--- config.mk ---
export PLATFORM = sky130hd
export DESIGN_NAME = lcd_bus_arb_flat
export DESIGN_NICKNAME = d
export VERILOG_FILES = /design/src/rtl/lcd_bus_if.sv /design/src/rtl/lcd_bus_arb.sv /design/src/flat_wrapper.sv
export SDC_FILE = /design/constraint.sdc
export NUM_CORES = 1
export LEC_CHECK = 0
export ABC_AREA = 1
export CORE_UTILIZATION = 55
export DETAILED_ROUTE_END_ITERATION = 12
export DONT_BUFFER_PORTS = 1
export PLACE_DENSITY = 0.78
export SYNTH_ARGS = -nofsm -noshare
export SYNTH_HDL_FRONTEND = slang
export SYNTH_SLANG_ARGS = --single-unit
--- constraint.sdc ---
create_clock -name clk -period 1.6 [get_ports clk]
set_clock_uncertainty 0.2 [all_clocks]
set_input_delay 0.24 -clock clk [delete_from_list [all_inputs] [get_ports clk]]
set_output_delay 0.24 -clock clk [all_outputs]
set_load 0.005 [all_outputs]
--- src/rtl/lcd_bus_if.sv ---
`timescale 1ns/1ps
// lcd_bus_if: requester handshake and LCD display bus bundled for lcd_bus_arb.
// The arbiter uses the slave modport; the requester/bench side uses master.
interface lcd_bus_if;
    logic       req0;
    logic       req1;
    logic       rs0;
    logic       rs1;
    logic [7:0] data0;
    logic [7:0] data1;
    logic       gnt0;
    logic       gnt1;
    logic       busy;
    logic       lcd_e;
    logic       lcd_rs;
    logic       lcd_rw;
    logic [7:0] lcd_data;

    modport master (
        output req0, req1, rs0, rs1, data0, data1,
        input  gnt0, gnt1, busy, lcd_e, lcd_rs, lcd_rw, lcd_data
    );

    modport slave (
        input  req0, req1, rs0, rs1, data0, data1,
        output gnt0, gnt1, busy, lcd_e, lcd_rs, lcd_rw, lcd_data
    );
endinterface

--- src/rtl/lcd_bus_arb.sv ---
`timescale 1ns/1ps
// lcd_bus_arb: two-requester arbiter producing timed write strobes on an HD44780-style LCD bus.
// Define LCD_ARB_FIXED_PRIO_EN for fixed priority (requester 0 wins ties); default is round-robin.
module lcd_bus_arb #(
    parameter int T_SETUP = 2,
    parameter int T_PULSE = 4,
    parameter int T_HOLD  = 2,
    parameter int T_SHORT = 40,
    parameter int T_LONG  = 1600
) (
    input  logic     clk,
    input  logic     reset,
    lcd_bus_if.slave bus
);

    typedef enum logic [2:0] {
        S_IDLE,
        S_SETUP,
        S_PULSE,
        S_HOLD,
        S_WAIT
    } state_t;

    // Each state loads its duration minus one and leaves when the counter reaches zero.
    localparam logic [15:0] LD_SETUP = 16'(T_SETUP - 1);
    localparam logic [15:0] LD_PULSE = 16'(T_PULSE - 1);
    localparam logic [15:0] LD_HOLD  = 16'(T_HOLD - 1);
    localparam logic [15:0] LD_SHORT = 16'(T_SHORT - 1);
    localparam logic [15:0] LD_LONG  = 16'(T_LONG - 1);

    state_t      state;
    state_t      state_nxt;
    logic [15:0] cnt;
    logic [15:0] cnt_nxt;
    logic        cnt_done;
    logic        gnt0_q;
    logic        gnt1_q;
    logic        gnt0_nxt;
    logic        gnt1_nxt;
    logic        e_q;
    logic        busy_q;
    logic        rs_q;
    logic        rs_nxt;
    logic [7:0]  data_q;
    logic [7:0]  data_nxt;
    logic        pick1;
    logic        long_cmd;
`ifndef LCD_ARB_FIXED_PRIO_EN
    logic        last1;
    logic        last1_nxt;
`endif

    assign cnt_done = (cnt == 16'd0);

    // Clear display and return home need the long post-write wait.
    assign long_cmd = !rs_q && (data_q == 8'h01 || data_q == 8'h02 || data_q == 8'h03);

    // pick1 selects requester 1; a lone requester always wins.
    always_comb begin
`ifdef LCD_ARB_FIXED_PRIO_EN
        pick1 = !bus.req0;
`else
        pick1 = bus.req1 && (!bus.req0 || !last1);
`endif
    end

    always_comb begin
        // NOTE: every signal written here gets a default first so no path leaves it unassigned, which would infer a latch.
        state_nxt = state;
        cnt_nxt   = cnt;
        gnt0_nxt  = 1'b0;
        gnt1_nxt  = 1'b0;
        rs_nxt    = rs_q;
        data_nxt  = data_q;
`ifndef LCD_ARB_FIXED_PRIO_EN
        last1_nxt = last1;
`endif
        case (state)
            S_IDLE: begin
                if (bus.req0 || bus.req1) begin
                    state_nxt = S_SETUP;
                    cnt_nxt   = LD_SETUP;
                    gnt0_nxt  = !pick1;
                    gnt1_nxt  = pick1;
                    rs_nxt    = pick1 ? bus.rs1 : bus.rs0;
                    data_nxt  = pick1 ? bus.data1 : bus.data0;
`ifndef LCD_ARB_FIXED_PRIO_EN
                    last1_nxt = pick1;
`endif
                end
            end
            S_SETUP: begin
                if (cnt_done) begin
                    state_nxt = S_PULSE;
                    cnt_nxt   = LD_PULSE;
                end else begin
                    cnt_nxt = cnt - 16'd1;
                end
            end
            S_PULSE: begin
                if (cnt_done) begin
                    state_nxt = S_HOLD;
                    cnt_nxt   = LD_HOLD;
                end else begin
                    cnt_nxt = cnt - 16'd1;
                end
            end
            S_HOLD: begin
                if (cnt_done) begin
                    state_nxt = S_WAIT;
                    cnt_nxt   = long_cmd ? LD_LONG : LD_SHORT;
                end else begin
                    cnt_nxt = cnt - 16'd1;
                end
            end
            S_WAIT: begin
                if (cnt_done) begin
                    state_nxt = S_IDLE;
                    cnt_nxt   = 16'd0;
                end else begin
                    cnt_nxt = cnt - 16'd1;
                end
            end
            default: begin
                state_nxt = S_IDLE;
                cnt_nxt   = 16'd0;
            end
        endcase
    end

    // Outputs are registered from the next state so E and BUSY switch on the same edge as the FSM.
    always_ff @(posedge clk) begin
        // NOTE: non-blocking assignments here so every register samples pre-edge values, independent of statement order.
        if (reset) begin
            state  <= S_IDLE;
            cnt    <= 16'd0;
            gnt0_q <= 1'b0;
            gnt1_q <= 1'b0;
            e_q    <= 1'b0;
            busy_q <= 1'b0;
            rs_q   <= 1'b0;
            data_q <= 8'h00;
`ifndef LCD_ARB_FIXED_PRIO_EN
            last1  <= 1'b1;
`endif
        end else begin
            state  <= state_nxt;
            cnt    <= cnt_nxt;
            gnt0_q <= gnt0_nxt;
            gnt1_q <= gnt1_nxt;
            e_q    <= (state_nxt == S_PULSE);
            busy_q <= (state_nxt != S_IDLE);
            rs_q   <= rs_nxt;
            data_q <= data_nxt;
`ifndef LCD_ARB_FIXED_PRIO_EN
            last1  <= last1_nxt;
`endif
        end
    end

    assign bus.gnt0     = gnt0_q;
    assign bus.gnt1     = gnt1_q;
    assign bus.busy     = busy_q;
    assign bus.lcd_e    = e_q;
    assign bus.lcd_rs   = rs_q;
    assign bus.lcd_rw   = 1'b0;
    assign bus.lcd_data = data_q;

endmodule

--- src/flat_wrapper.sv ---
// flat-port wrapper written by rule: the top's interface ports become plain ports
module lcd_bus_arb_flat 
#(
    parameter int T_SETUP = 2,
    parameter int T_PULSE = 4,
    parameter int T_HOLD  = 2,
    parameter int T_SHORT = 40,
    parameter int T_LONG  = 1600
)
  (clk, reset, bus_req0, bus_req1, bus_rs0, bus_rs1, bus_data0, bus_data1, bus_gnt0, bus_gnt1, bus_busy, bus_lcd_e, bus_lcd_rs, bus_lcd_rw, bus_lcd_data);
  lcd_bus_if bus_i ();
  input  logic clk;
  input  logic reset;
  input wire logic [$bits(bus_i.req0)-1:0] bus_req0;
  input wire logic [$bits(bus_i.req1)-1:0] bus_req1;
  input wire logic [$bits(bus_i.rs0)-1:0] bus_rs0;
  input wire logic [$bits(bus_i.rs1)-1:0] bus_rs1;
  input wire logic [$bits(bus_i.data0)-1:0] bus_data0;
  input wire logic [$bits(bus_i.data1)-1:0] bus_data1;
  output wire logic [$bits(bus_i.gnt0)-1:0] bus_gnt0;
  output wire logic [$bits(bus_i.gnt1)-1:0] bus_gnt1;
  output wire logic [$bits(bus_i.busy)-1:0] bus_busy;
  output wire logic [$bits(bus_i.lcd_e)-1:0] bus_lcd_e;
  output wire logic [$bits(bus_i.lcd_rs)-1:0] bus_lcd_rs;
  output wire logic [$bits(bus_i.lcd_rw)-1:0] bus_lcd_rw;
  output wire logic [$bits(bus_i.lcd_data)-1:0] bus_lcd_data;
  assign bus_i.req0 = bus_req0;
  assign bus_i.req1 = bus_req1;
  assign bus_i.rs0 = bus_rs0;
  assign bus_i.rs1 = bus_rs1;
  assign bus_i.data0 = bus_data0;
  assign bus_i.data1 = bus_data1;
  assign bus_gnt0 = bus_i.gnt0;
  assign bus_gnt1 = bus_i.gnt1;
  assign bus_busy = bus_i.busy;
  assign bus_lcd_e = bus_i.lcd_e;
  assign bus_lcd_rs = bus_i.lcd_rs;
  assign bus_lcd_rw = bus_i.lcd_rw;
  assign bus_lcd_data = bus_i.lcd_data;
  lcd_bus_arb #(.T_SETUP(T_SETUP), .T_PULSE(T_PULSE), .T_HOLD(T_HOLD), .T_SHORT(T_SHORT), .T_LONG(T_LONG)) u_core (.clk(clk), .reset(reset), .bus(bus_i));
endmodule
Word-level counts from Yosys, hierarchy flattened. Cells that the tools add are included.

Register bits after elaboration: 33. Latch bits: 0. RAM bits: 0. Memory bits (read-only): 0. Input port bits: 22. Output and inout bits: 14. Logic and storage cells: 51. Memories kept: 0.

$add $sub $neg: 1. Multiply operators: 0. Div/mod/pow operators: 0. Magnitude comparators: 0. Equality and inequality tests: 9. Shifts and indexed selects: 0. Mux-type cells: 15. Bitwise operators: 2. Reduce and logical (&&, ||, !) cells: 15.

Operators with widths (count): $mux W16 (5); $pmux W16 S5 (1); $eq A8 B2 Y1 const B (2); $logic_not A16 Y1 (1); $sub A16 B1 Y16 const B (1); $mux W3 (5); $pmux W3 S5 (1); $mux W11 (1); $eq A3 B2 Y1 const B (3); $eq A8 B1 Y1 const B (1); $mux W8 (1); $logic_not A1 Y1 (4); $logic_or A1 B1 Y1 (4); $eq A3 B1 Y1 const B (1); $eq A3 B3 Y1 const B (1); $logic_not A3 Y1 (1); $reduce_bool A3 Y1 (1); $reduce_or A3 Y1 (1); $logic_and A1 B1 Y1 (2); $ne A2 B1 Y1 const B (1); $not A1 Y1 (2); $reduce_and A2 Y1 (1); $mux W1 (1).

Depth between registers and ports, before layout.
Depth after elaboration: 7. Gate-level depth with buffers: 11. Depth with buffers taken out: 11.

Least setup slack after synthesis. Ideal clock, no wire load.

Path kind: reg-to-reg. Start: register u_core.cnt[0]. End: register u_core.state[0]. Library setup time: 128 ps. Arrival time: 1251 ps. Data required time: 1272 ps. Path slack: 22 ps. Stages on the path, launching flop included: 10. Buffers on the path: 0. Clock period less this slack: 1578 ps. Cell sequence: dfxtp_1 inv_2 ha_1 nand2_1 nor2_1 nand3_1 nand3b_1 nand3_1 nor2_1 nor2_1.

Word-level cells in the longest chain between the ends: 3. Elaborated cells between the ends (all ways): 6. Classes of those cells: 5 x mux; 1 x reduce/logical.

RTL lines: start: declaration (line lcd_bus_arb.sv:33) `logic [15:0] cnt;`; start signal: assignment (line lcd_bus_arb.sv:148) `cnt <= cnt_nxt;`; $logic_not A16 Y1 * (line lcd_bus_arb.sv:53) `assign cnt_done = (cnt == 16'd0);`; $mux W3, on equally long branches; $pmux W3 S5 * (line lcd_bus_arb.sv:78) `case (state)`; end signal: assignment (line lcd_bus_arb.sv:147) `state <= state_nxt;`; end: declaration (line lcd_bus_arb.sv:31) `state_t state;`.

Every way passes the cells marked *; elsewhere a longest branch is shown, timed or not. A chain may end at the register's enable or synchronous reset.

Worst setup path after layout.
Start: register u_core.cnt[2]. End: register u_core.cnt[13].

Word-level cells in the longest chain between the ends: 3. Elaborated cells between the ends (all ways): 7. Classes of those cells: 1 x add/sub; 5 x mux; 1 x reduce/logical.

RTL lines (line): $sub A16 B1 Y16 / $logic_not A16 Y1 (equally long branches); $mux W16, on equally long branches; $pmux W16 S5 * (lcd_bus_arb.sv:78).

Marks and branches as above.

==> impl_metrics.csv <==
group,metric,value,unit
run_status,status,"finished, violations left",
run_status,violations,"hold timing",
routing,ant_nets,0,
routing,vias,1923,
synth,synth.yosys.seq_area_share,0.352,
synth,ys_top_cells_by_area,"dfxtp_1 (35%), nand2_1 (13%), a21oi_1 (7.7%), nand3_1 (5.9%), nor2_1 (4.4%)",
floorplanning,die_w,60.4,um
clocking,cts_buffer_depth,2,
floorplanning,die_area,0.00365,mm^2
cells_and_area,stdcell_area,0.00244,mm^2
synth,synth_top_area_share,0.352,
synth,synthCells,269,
synth,synth_top_cells_by_count,"nand2_1 (65), dfxtp_1 (33), a21oi_1 (29), nand3_1 (22), nor2_1 (22)",
sta,hold_viol,14,
power_and_ir_drop,power_frac_seq,0.221,
clocking,cts_sinks,33,
synth,synth.distinct_cells,35,
sta,finalSetupTns,0,ps
placed_design,port_buffers,0,
critical_path,r2r-end,"u_core.cnt[13]",
synth,ys_ff_latch,33,
cells_and_area,fin_cells,355,
clocking,cts_max_level,2,
sta,fin_hold_ws,-263,ps
power_and_ir_drop,switching_share,0.508,
placed_design,gp_routability_congestion,0.858,
power_and_ir_drop,p_sw,3.44,mW
routing,wl_met3,293,um
cells_and_area,antenna-diode-count,0,
global_routing,grt_pass1_vias,1781,
sta,postLayoutSetupSlackWorst,15.3,ps
sta,fmax,631,MHz
global_routing,antenna_found_initial,0,
min_path,hold_path_class,"in2reg",
synth,synthMostInstantiatedCell,"nand2_1",
cells_and_area,finalNetCount,333,
min_path,worst_hold_path.num_cells,1,
synth,synth_area_leader_cell,"dfxtp_1",
critical_path,critPathKind,"reg2reg",
power_and_ir_drop,peakVddDrop,1.54,mV
sta,fin_crit_sh,0.990,
critical_path,start_kind,"flop",
global_routing,grt_use_total,0.295,
cells_and_area,drive_gt1_frac,0.309,
critical_path,worstReg2RegStart,"u_core.cnt[2]",
critical_path,crit_path_end_kind,"flop",
critical_path,required,1640,ps
sta,drv_slew,0,
placed_design,placed_cells,327,
global_routing,grt_max_degree,17,
clocking,cts_buffers,5,
placed_design,dp_hpwl,3110,um
power_and_ir_drop,pwr_density_cell,2780,mW/mm^2
min_path,hold_path_end,"u_core.cnt[3]",
sta,rsz0062_at_grt,"true",
cells_and_area,fillers,225,
power_and_ir_drop,p_int,3.33,mW
routing,drt_wl_total,4910,um
routing,wl_met2,2480,um
power_and_ir_drop,p_leak,1.10,nW
floorplanning,core,0.00315,mm^2
floorplanning,ios,36,
global_routing,grt-ovfl-total,0,
routing,first_iter_violations,103,
routing,dr.pass1.iters,5,
synth,synth_fp_nets,292,
floorplanning,rows,20,
routing,routed_via_density,5.42,
routing,wl_per_cell,13.8,um
synth,ys_async_sr_fraction,0,
clocking,cts_root_buffer,"clkbuf_4",
floorplanning,start_util,0.595,
critical_path,reg2reg_slack,20,ps
placed_design,placed_cell_area,0.00205,mm^2
global_routing,grt_pass1_wl,7790,um
critical_path,worst_ep_arrival_time,1620,ps
routing,wl_met1,2100,um
power_and_ir_drop,clkPwrFrac,0.081,
placed_design,dpl_worst_slack,-87.8,ps
critical_path,crit_fanout,8,
power_and_ir_drop,power_frac_comb,0.698,
sta,setup_viol_count_final,0,
clocking,cts_hold_buf,19,
min_path,hp-start,"reset",
cells_and_area,area_delta_synth_final,30.0,%
routing,drc,0,
synth,syn_avg_cell_area,6.97,um^2
clocking,cts_tree,"done",
synth,synth_edf_count,0,
floorplanning,fp.dieH,60.4,um
job,maxCapViolations,0,
routing,highest_layer,"met4",
synth,synth_area,0.00188,mm^2
critical_path,reg2reg_depth,8,
synth,ys_warn_count,0,
clocking,insertion_delay,350,ps
synth,synth_ff_type,"dfxtp_1",
sta,min_period,1580,ps
clocking,clk_pin_slew,110,ps
metrics by stage:
step                      utilization  power [mW]  hold slack [ps]
after floorplan                     -        4.58              188
after global placement          0.650        5.47              111
after detailed placement        0.650        5.56              113
after CTS                       0.738        6.22             -266
after global routing            0.773        7.33             -280
final                           0.773        6.77             -263
critical path: stages, from the launching register on:
cell	delay (ps)
dfxtp_2	370
nor2_2	160
nand3_2	130
nor2_4	180
nand2_4	100
nand2_2	70
nand2_2	60
nand2_4	140
nor2_2	50
what timing repair did:
action | 4_1_cts | 5_1_grt
setup buffers | 0 | 1
gates resized for setup | 5 | 32
endpoints found under the setup margin | 14 | 30
pin swaps | 3 | 10
hold endpoints to repair | 25 | 14
cells in the final DEF, fill, tap and decap left out, types with 15 or more instances in the layout:
| cell type | count |
|---|---|
| nand2_1 | 59 |
| nor2_1 | 17 |
| inv_1 | 15 |
| buf_4 | 18 |
| dlygate4sd3_1 | 19 |
| dfxtp_1 | 27 |
| nand3_1 | 20 |
| a21oi_1 | 28 |
per-layer routing:
| metal | vias up | GRT usage |
|---|---|---|
| li1 | 952 | - |
| met3 | 5 | 0.0959 |
| met1 | 896 | 0.349 |
| met2 | 70 | 0.502 |
| met4 | 0 | 0.0963 |
| met5 | - | 0 |
flip-flops by register name, summed over array words and instances, names as in the netlist:
register and count:
u_core.bus.lcd_data 8, u_core.bus.gnt1 1, u_core.bus.lcd_rs 1, u_core.cnt 16, u_core.last1 1, u_core.bus.lcd_e 1
u_core.bus.gnt0 1, u_core.bus.busy 1, u_core.state 3
kinds of logic (layout without fill, tap and decap cells):
kind of cell	after synthesis	in the layout	share of synthesized area
flops	33	33	0.352
xor+xnor	6	6	0.0280
other cells	1	1	0.00200
buf+inv	35	77	0.0774
fa+ha+maj	1	1	0.00667
simple gates	146	146	0.400
compound gates	47	47	0.133
how the worst max path moves through the flow:
stage	endpoint	slack [ps]	start	depth (start not counted)
final	u_core.cnt[13]	20	u_core.cnt[2]	8
after global routing	u_core.cnt[7]	-80	u_core.cnt[2]	8
after CTS	u_core.cnt[3]	6	u_core.cnt[0]	9
after detailed placement	u_core.state[0]	-90	u_core.cnt[0]	9
after global placement	u_core.state[0]	-80	u_core.cnt[0]	9
after floorplan	u_core.state[0]	20	u_core.cnt[0]	9
power by group through the flow:
stage               clock, mW  sequential (mW)  combinational (mW)
finish                  0.550             1.50                4.72
global route            0.599             1.54                5.19
CTS                     0.554             1.45                4.21
detailed placement          0             1.47                4.09
global placement            0             1.46                4.01
floorplan                   0             1.46                3.12
area by class of cell:
type	count	area, um^2	share of cell area
clock inverter	1	5.00	0.00205
timing repair buffer	40	359	0.147
clock buffer	7	65.1	0.0267
sequential	33	668	0.274
inverter	29	119	0.0488
multi-input combinational	201	1170	0.478
tap	44	55.1	0.0226
(Power assumes the default switching activity.)
